File: src/rtl/sram_master_pkg.sv
// Shared types and defaults for the SRAM burst master.
package sram_master_pkg;

    localparam int CMD_LEN_W  = 4;
    localparam int DEF_ADDR_W = 5;
    localparam int DEF_DATA_W = 32;

    typedef enum logic [1:0] {
        ST_IDLE  = 2'd0,
        ST_WRITE = 2'd1,
        ST_READ  = 2'd2,
        ST_DRAIN = 2'd3
    } state_t;

endpackage

File: src/rtl/sram_master_if.sv
// Host command/data streams and SRAM strobes of the burst master, bundled in one bus.
interface sram_master_if #(
    parameter int ADDR_W = sram_master_pkg::DEF_ADDR_W,
    parameter int DATA_W = sram_master_pkg::DEF_DATA_W
);

    logic                                 cmd_valid;
    logic                                 cmd_ready;
    logic                                 cmd_write;
    logic [ADDR_W-1:0]                    cmd_addr;
    logic [sram_master_pkg::CMD_LEN_W-1:0] cmd_len;
    logic                                 wr_valid;
    logic [DATA_W-1:0]                    wr_data;
    logic                                 wr_ready;
    logic                                 rd_valid;
    logic [DATA_W-1:0]                    rd_data;
    logic                                 busy;
    logic [ADDR_W-1:0]                    sram_addr;
    logic [DATA_W-1:0]                    sram_wdata;
    logic                                 sram_we;
    logic                                 sram_re;
    logic [DATA_W-1:0]                    sram_rdata;

    modport master (
        input  cmd_valid, cmd_write, cmd_addr, cmd_len, wr_valid, wr_data, sram_rdata,
        output cmd_ready, wr_ready, rd_valid, rd_data, busy,
               sram_addr, sram_wdata, sram_we, sram_re
    );

    modport slave (
        output cmd_valid, cmd_write, cmd_addr, cmd_len, wr_valid, wr_data, sram_rdata,
        input  cmd_ready, wr_ready, rd_valid, rd_data, busy,
               sram_addr, sram_wdata, sram_we, sram_re
    );

endinterface

File: src/rtl/sram_rd_pipe.sv
// Read-return pipeline: delays the read strobe one cycle, then registers SRAM data with a valid flag.
module sram_rd_pipe #(
    parameter int DATA_W = 32
) (
    input  logic              clk,
    input  logic              rst_n,
    input  logic              i_re,
    input  logic [DATA_W-1:0] i_rdata,
    output logic              o_valid,
    output logic [DATA_W-1:0] o_data
);

    logic              r_re_d;
    logic              r_valid;
    logic [DATA_W-1:0] r_data;

    // SRAM data is valid the cycle after sram_re; capture it at the end of that cycle
    always_ff @(posedge clk or negedge rst_n) begin
        if (!rst_n) begin
            r_re_d  <= 1'b0;
            r_valid <= 1'b0;
            r_data  <= '0;
        end else begin
            r_re_d  <= i_re;
            r_valid <= r_re_d;
            if (r_re_d) begin
                r_data <= i_rdata;
            end
        end
    end

    assign o_valid = r_valid;
    assign o_data  = r_data;

endmodule

File: src/rtl/sram_master.sv
// Burst master turning host write/read commands into single-port SRAM strobe sequences.
//   state | meaning
//   IDLE  | ready for a command
//   WRITE | one SRAM write per cycle with wr_valid high
//   READ  | one SRAM read per cycle, len+1 cycles
//   DRAIN | two cycles waiting for the last read beat to return
module sram_master
    import sram_master_pkg::*;
#(
    parameter int ADDR_W = DEF_ADDR_W,
    parameter int DATA_W = DEF_DATA_W
) (
    input  logic          clk,
    input  logic          rst_n,
    sram_master_if.master bus
);

    state_t                r_state;
    state_t                w_state_nxt;
    logic [ADDR_W-1:0]     r_base;
    logic [ADDR_W-1:0]     w_base_nxt;
    logic [CMD_LEN_W-1:0]  r_len;
    logic [CMD_LEN_W-1:0]  w_len_nxt;
    logic [CMD_LEN_W-1:0]  r_cnt;
    logic [CMD_LEN_W-1:0]  w_cnt_nxt;
    logic                  w_last;
    logic                  w_we;
    logic                  w_re;
    logic                  w_cmd_ready;
    logic                  w_wr_ready;
    logic [ADDR_W-1:0]     w_addr;
    logic                  w_rd_valid;
    logic [DATA_W-1:0]     w_rd_data;

    always_ff @(posedge clk or negedge rst_n) begin
        if (!rst_n) begin
            r_state <= ST_IDLE;
            r_base  <= '0;
            r_len   <= '0;
            r_cnt   <= '0;
        end else begin
            r_state <= w_state_nxt;
            r_base  <= w_base_nxt;
            r_len   <= w_len_nxt;
            r_cnt   <= w_cnt_nxt;
        end
    end

    always_comb begin
        w_state_nxt = r_state;
        w_base_nxt  = r_base;
        w_len_nxt   = r_len;
        w_cnt_nxt   = r_cnt;
        w_we        = 1'b0;
        w_re        = 1'b0;
        w_cmd_ready = 1'b0;
        w_wr_ready  = 1'b0;
        w_last      = (r_cnt == r_len);
        case (r_state)
            ST_IDLE: begin
                w_cmd_ready = 1'b1;
                if (bus.cmd_valid) begin
                    w_base_nxt  = bus.cmd_addr;
                    w_len_nxt   = bus.cmd_len;
                    w_cnt_nxt   = '0;
                    w_state_nxt = bus.cmd_write ? ST_WRITE : ST_READ;
                end
            end
            ST_WRITE: begin
                w_wr_ready = 1'b1;
                w_we       = bus.wr_valid;
                if (bus.wr_valid) begin
                    if (w_last) begin
                        w_cnt_nxt   = '0;
                        w_state_nxt = ST_IDLE;
                    end else begin
                        w_cnt_nxt = r_cnt + 1'b1;
                    end
                end
            end
            ST_READ: begin
                w_re = 1'b1;
                if (w_last) begin
                    w_cnt_nxt   = '0;
                    w_state_nxt = ST_DRAIN;
                end else begin
                    w_cnt_nxt = r_cnt + 1'b1;
                end
            end
            ST_DRAIN: begin
                // counter is reused to time the two drain cycles
                if (r_cnt == CMD_LEN_W'(1)) begin
                    w_cnt_nxt   = '0;
                    w_state_nxt = ST_IDLE;
                end else begin
                    w_cnt_nxt = r_cnt + 1'b1;
                end
            end
            default: begin
                w_cnt_nxt   = '0;
                w_state_nxt = ST_IDLE;
            end
        endcase
    end

    // address wraps naturally by truncation to ADDR_W bits
    always_comb begin
        w_addr = r_base + ADDR_W'(r_cnt);
    end

    sram_rd_pipe #(
        .DATA_W (DATA_W)
    ) u_rd_pipe (
        .clk     (clk),
        .rst_n   (rst_n),
        .i_re    (w_re),
        .i_rdata (bus.sram_rdata),
        .o_valid (w_rd_valid),
        .o_data  (w_rd_data)
    );

    assign bus.cmd_ready  = w_cmd_ready;
    assign bus.wr_ready   = w_wr_ready;
    assign bus.busy       = (r_state != ST_IDLE);
    assign bus.sram_we    = w_we;
    assign bus.sram_re    = w_re;
    assign bus.sram_addr  = w_addr;
    assign bus.sram_wdata = bus.wr_data;
    assign bus.rd_valid   = w_rd_valid;
    assign bus.rd_data    = w_rd_data;

endmodule

File: src/flat_wrapper.sv
// flat-port wrapper written by rule: the top's interface ports become plain ports
module sram_master_flat import sram_master_pkg::*;
#(
    parameter int ADDR_W = DEF_ADDR_W,
    parameter int DATA_W = DEF_DATA_W
)
  (clk, rst_n, bus_cmd_valid, bus_cmd_write, bus_cmd_addr, bus_cmd_len, bus_wr_valid, bus_wr_data, bus_sram_rdata, bus_cmd_ready, bus_wr_ready, bus_rd_valid, bus_rd_data, bus_busy, bus_sram_addr, bus_sram_wdata, bus_sram_we, bus_sram_re);
  sram_master_if #(.ADDR_W(ADDR_W), .DATA_W(DATA_W)) bus_i ();
  input  logic clk;
  input  logic rst_n;
  input wire logic [$bits(bus_i.cmd_valid)-1:0] bus_cmd_valid;
  input wire logic [$bits(bus_i.cmd_write)-1:0] bus_cmd_write;
  input wire logic [$bits(bus_i.cmd_addr)-1:0] bus_cmd_addr;
  input wire logic [$bits(bus_i.cmd_len)-1:0] bus_cmd_len;
  input wire logic [$bits(bus_i.wr_valid)-1:0] bus_wr_valid;
  input wire logic [$bits(bus_i.wr_data)-1:0] bus_wr_data;
  input wire logic [$bits(bus_i.sram_rdata)-1:0] bus_sram_rdata;
  output wire logic [$bits(bus_i.cmd_ready)-1:0] bus_cmd_ready;
  output wire logic [$bits(bus_i.wr_ready)-1:0] bus_wr_ready;
  output wire logic [$bits(bus_i.rd_valid)-1:0] bus_rd_valid;
  output wire logic [$bits(bus_i.rd_data)-1:0] bus_rd_data;
  output wire logic [$bits(bus_i.busy)-1:0] bus_busy;
  output wire logic [$bits(bus_i.sram_addr)-1:0] bus_sram_addr;
  output wire logic [$bits(bus_i.sram_wdata)-1:0] bus_sram_wdata;
  output wire logic [$bits(bus_i.sram_we)-1:0] bus_sram_we;
  output wire logic [$bits(bus_i.sram_re)-1:0] bus_sram_re;
  assign bus_i.cmd_valid = bus_cmd_valid;
  assign bus_i.cmd_write = bus_cmd_write;
  assign bus_i.cmd_addr = bus_cmd_addr;
  assign bus_i.cmd_len = bus_cmd_len;
  assign bus_i.wr_valid = bus_wr_valid;
  assign bus_i.wr_data = bus_wr_data;
  assign bus_i.sram_rdata = bus_sram_rdata;
  assign bus_cmd_ready = bus_i.cmd_ready;
  assign bus_wr_ready = bus_i.wr_ready;
  assign bus_rd_valid = bus_i.rd_valid;
  assign bus_rd_data = bus_i.rd_data;
  assign bus_busy = bus_i.busy;
  assign bus_sram_addr = bus_i.sram_addr;
  assign bus_sram_wdata = bus_i.sram_wdata;
  assign bus_sram_we = bus_i.sram_we;
  assign bus_sram_re = bus_i.sram_re;
  sram_master #(.ADDR_W(ADDR_W), .DATA_W(DATA_W)) u_core (.clk(clk), .rst_n(rst_n), .bus(bus_i));
endmodule
File: config.mk
export PLATFORM = sky130hd
export DESIGN_NAME = sram_master_flat
export DESIGN_NICKNAME = d
export VERILOG_FILES = /design/src/rtl/sram_master_pkg.sv /design/src/rtl/sram_master_if.sv /design/src/rtl/sram_rd_pipe.sv /design/src/rtl/sram_master.sv /design/src/flat_wrapper.sv
export SDC_FILE = /design/constraint.sdc
export NUM_CORES = 1
export LEC_CHECK = 0
export BUFFER_PORTS_ARGS = -buffer_cell sky130_fd_sc_hd__buf_2
export CORE_MARGIN = 2
export CORE_UTILIZATION = 35
export DETAILED_ROUTE_END_ITERATION = 8
export HOLD_SLACK_MARGIN = 0.15
export PLACE_DENSITY = 0.7
export SKIP_LAST_GASP = 1
export SLEW_MARGIN = 30
export SYNTH_ARGS = -nofsm -noshare
export SYNTH_HDL_FRONTEND = slang
export SYNTH_SLANG_ARGS = --single-unit
File: constraint.sdc
create_clock -name clk -period 1.62 [get_ports clk]
set_input_delay 0.243 -clock clk [delete_from_list [all_inputs] [get_ports clk]]
set_output_delay 0.243 -clock clk [all_outputs]
set_load 0.005 [all_outputs]
Word-level counts from Yosys, hierarchy flattened
Index checks and enable logic that the tools add are counted.
{ "classes": {"n_reduce_logical": 5, "n_eq_ne": 10, "muxes": 16, "add_sub_neg": 2} }
{ "op_table": {"columns": ["op", "n"], "rows": [
  ["$mux 4", 4],
  ["$pmux 4 s4", 1],
  ["$mux 2", 6],
  ["$pmux 2 s4", 1],
  ["$ne 2x1->1 const B", 3],
  ["$add 5x4->5", 1],
  ["$reduce_and 5->1", 1],
  ["$add 4x1->4 const B", 1],
  ["$eq 2x2->1 const B", 2],
  ["$eq 4x1->1 const B", 1],
  ["$eq 4x4->1", 1],
  ["$mux 1", 4],
  ["$ne 2x2->1 const B", 2],
  ["$reduce_and 2->1", 2],
  ["$eq 2x1->1 const B", 1],
  ["$logic_not 2->1", 1],
  ["$reduce_bool 2->1", 1]
]} }
{ "totals": {"in_bits": 78, "ff_bits": 49, "output_inout_bits": 75} }

Logic depth before layout (Yosys ltp)
{ "depth": {"depth_word": 4, "depth_mapped": 7} }

Hierarchy
Synthesis repeated with hierarchy kept, for this count alone.
{ "hier_totals": {"hier_cells": 183, "hier_area_um2": 2581.2} }
{ "by_module_without_submodules": {"columns": ["mod", "seq_area_each_um2", "cells_per_inst", "area_each_um2", "n_inst"], "rows": [
  ["sram_rd_pipe", 850.8, 70, 1395.1, 1],
  ["sram_master", 375.4, 113, 1186.1, 1]
]} }

Worst setup path after synthesis
Ideal clock, no wire load.
{ "synth_path": {"path_kind": "register -> register", "from": "register u_core.r_cnt[1]", "to": "register u_core.r_state[0]", "required_time_ns": 1.495, "setup_slack_ns": -0.064, "synth_period_minus_slack_ns": 1.684, "stages_incl_launch_ff": 7, "path_buffers": 0, "setup_time_ns": 0.125, "t_arrival_ns": 1.559, "path_cell_list": "dfrtp_1 -> inv_1 -> ha_1 -> inv_1 -> o31ai_1 -> and3b_1 -> mux2_2"} }
{ "synth_between": {"elab_chain_len": 3, "word_cells_on_any_way": 6, "classes_between": "eq/ne (5); reduce/logical (1)"} }
{ "synth_rtl": {"columns": ["item", "line", "source"], "rows": [
  ["start, declared", "sram_master.sv:24", "logic [CMD_LEN_W-1:0] r_cnt;"],
  ["start signal, assigned", "sram_master.sv:45", "r_cnt <= w_cnt_nxt;"],
  ["$eq 4x1->1 / $eq 4x4->1 (equally long branches)", "sram_master.sv:92, sram_master.sv:58", null],
  ["$ne 2x1->1 (no source line)", null, null],
  ["$reduce_and 5->1 (no source line) *", null, null],
  ["end signal, assigned", "sram_master.sv:42", "r_state <= w_state_nxt;"],
  ["end, declared", "sram_master.sv:18", "state_t r_state;"]
]} }
Every way passes the cells marked *; elsewhere a longest branch is shown, timed or not.
A chain may end at the register's enable or synchronous reset.

Final worst setup path
{ "layout_path": {"from": "register u_core.r_cnt[0]", "to": "output port bus_sram_addr[2]"} }
{ "layout_between": {"elab_chain_len": 1} }
{ "layout_rtl": {"columns": ["item", "line", "source"], "rows": [
  ["$add 5x4->5", "sram_master.sv:108", "w_addr = r_base + ADDR_W'(r_cnt);"],
  ["end, declared", "flat_wrapper.sv:23", "output wire logic [$bits(bus_i.sram_addr)-1:0] bus_sram_addr;"]
]} }
No other way between the ends.

==> metrics.cfg <==
[cts]
cts-root-buf=clkbuf_8
cts-buffers-inserted=5
cts.sinks=49
clk_latency_ps=290
cts_tree=done
cts.htree.levels=2
clockBufferDepth=2
path_clk_slew_ps=90

[min_path]
holdPathStages=2
min_path_type=in2reg

[sta]
fin_crit_sh_pct=122
slew_violations=0
finalHoldViolCount=0
skew_ps=1.73
period_needed_ps=1980
worst_slew_pin_slew_ps=458
relSlewSlack_pct=69.4
setup_ws_ps=-356
fmax_mhz=506
finalSetupTns_ps=-1640
rsz0062_at_grt=true
hold_ws_ps=176
setup_viol=10

[floorplanning]
row_count=30
die_x_um=87.3
coreArea_sq_um=6760
start_util_pct=36.0
die_area_sq_um=7620
io_pins=153
die_h_um=87.3

[placed_design]
place_hpwl_um=3400
dp_slack_ps=-76.4
finalWeightedCongestion=0.736
portBuffers=88
post-place-cells=340

[setup_path]
cp-endpoint=bus_sram_addr[2]
reg2reg_slack_ps=-120
crit_chain=ha_2, inv_2, fa_2, buf_4, buf_6, xnor2_2, buf_2
setup.worst_path.end_class=primary output
crit_type=reg2out
cp-startpoint=u_core.r_cnt[0]
startpoint_type=flop
path_buf_inv=4
cp_slowest_stage_delay_ps=360
timing.rr.end=u_core.r_cnt[3]
crit_arrival_ps=1730
slowest_stage=dfrtp_1
ff2ff_path_depth=8
crit_family=adder cells
crit_fanout=2
worstReg2RegStart=u_core.r_cnt[0]
cp.required_ps=1380
cp_num_cells=7

[synthesis]
yosysTopAreaCellShare_pct=50.5
syn_avg_cell_area_sq_um=12.9
ys_ff_latch=49
synth.area.top_cells=dfrtp_1 50%, mux2_2 20%, buf_4 9.9%
synth_largest_area_cell=dfrtp_1
synthTopCellsByCount=49 x dfrtp_1, 43 x mux2_2, 32 x buf_4, 12 x inv_1, 11 x ha_1
synth_cells=188
netlist_area_sq_um=2430
synthDistinctLibCells=27
synth-edff-count=0
ys.flop_type=dfrtp_1
yosys_warnings=0
ys_seq_area_share_pct=50.5
yosysMostFrequentCell=dfrtp_1
synthArstFlopShare_pct=100
synth_nets=278

[global_route]
grt_pass1_wl_um=7060
antenna_found_initial=0
globalRouteTotalUtil_pct=11.9
grt_overflow=0
grt_max_degree=34
grt_pass1_vias=1568

[pwr]
clockPowerShare_pct=14.5
p_sw_mw=2.02
p_leak_nw=1.59
max-vdd-ir-drop_v=0.000649
pwr-share-comb_pct=51.2
p_int_mw=4.21
power.density_nw_per_um2=1950
power_frac_seq_pct=34.3
switching_share_pct=32.5

[layout]
area_delta_synth_final_pct=31.5
num_antenna_cells=0
final_layout_size_suffix_gt1_share_pct=68.9
fillCellCount=636
instances_no_fill=353
nets=362

[route]
drt_wl_total_um=4540
drtAntennaViolNets=0
drc_errors=0
routedWlPerCell_um=12.9
met1_length_um=1940
wl_met3_um=289
vias=1594
vias_per_cell=4.52
route.met2.wl_um=2260
drt_iter0_drc=20
highest_layer=met4
dr.pass1.iters=3

[status]
violations=negative setup slack
status=complete, but fails checks

[run]
cap_violations=0

-- flip-flops by register name (all words and copies together) (netlist names) --
signal,cells
u_core.u_rd_pipe.o_data,32
u_core.r_base,5
u_core.r_cnt,4
u_core.r_len,4
u_core.r_state,2
u_core.u_rd_pipe.o_valid,1
u_core.u_rd_pipe.r_re_d,1
-- timing repair --
item | CTS | global route
pin swaps | 8 | 7
endpoints found under the hold margin | 18 | 0
hold buffers | 1 | 0
buffers inserted | 2 | 2
setup endpoints to repair | 9 | 11
cloned | 0 | 0
gates resized for setup | 9 | 9
-- per-stage QoR --
stage / total power [mW] / util (%) / area [sq um]
CTS: 6.16 / 46.5 / 3140
global placement: 4.98 / 43.8 / 2960
finish: 6.23 / 47.3 / 3200
detailed placement: 5.07 / 43.8 / 2960
global route: 6.73 / 47.3 / 3200
floorplan: 3.89 / - / 2500
-- how the worst min path moves through the flow --
stage                            from                          to  slack (ps)
floorplan                       rst_n            u_core.r_base[0]         -50
global placement                rst_n            u_core.r_base[3]         220
detailed placement              rst_n            u_core.r_base[3]         220
CTS                    bus_cmd_len[0]             u_core.r_len[0]         160
global route        bus_sram_rdata[0]  u_core.u_rd_pipe.o_data[0]         160
finish                 bus_cmd_len[3]             u_core.r_len[3]         180
-- final cells by class --
class	count	area, sq um	area share (%)
sequential	49	1230	38.4
multi-input combinational	91	1030	32.2
timing repair buffer	113	676	21.1
tap	80	100	3.13
clock buffer	6	82.6	2.58
inverter	12	45.0	1.41
clock inverter	2	37.5	1.17
-- logic make-up (layout without fill, tap and decap cells) --
group                    count (synthesis)  after routing  share of synthesized area, %
AO/OA/AOI/OAI                           16             16                          5.41
XOR/XNOR                                 8              8                          2.88
adder cells (fa/ha/maj)                 12             12                          6.49
buffers and inverters                   48            133                          12.5
flip-flops                              49             49                          50.5
multiplexers                            43             43                          19.9
AND/OR/NAND/NOR                         12             12                          2.32
-- cell usage in the layout (no fill, tap or decap), drive strengths merged, types with 2 or more instances in the layout --
cell | netlist | final
buf | 35 | 112
dfrtp | 49 | 49
mux2 | 43 | 43
inv | 12 | 12
ha | 11 | 11
nand2 | 8 | 8
clkbuf | 1 | 6
xor2 | 5 | 5
o21ai | 4 | 4
xnor2 | 3 | 3
a21o | 2 | 2
a21oi | 2 | 2
a2111oi | 2 | 2
o41ai | 2 | 2
-- power groups by stage --
stage          sequential [mW]  combinational, mW  clock [mW]
6_report                  2.14               3.19       0.903
3_5_place_dp              2.18               2.89           0
5_1_grt                   2.21               3.53       0.985
2_1_floorplan             2.20               1.69           0
4_1_cts                   2.14               3.07       0.944
3_3_place_gp              2.15               2.83           0
-- layer usage --
layer | vias up | global-route usage [%]
li1 | 771 | -
met1 | 747 | 14.1
met2 | 66 | 20.7
met5 | - | 0
met4 | 0 | 4.90
met3 | 10 | 2.75
No activity file was read; power rests on OpenSTA's default activity.
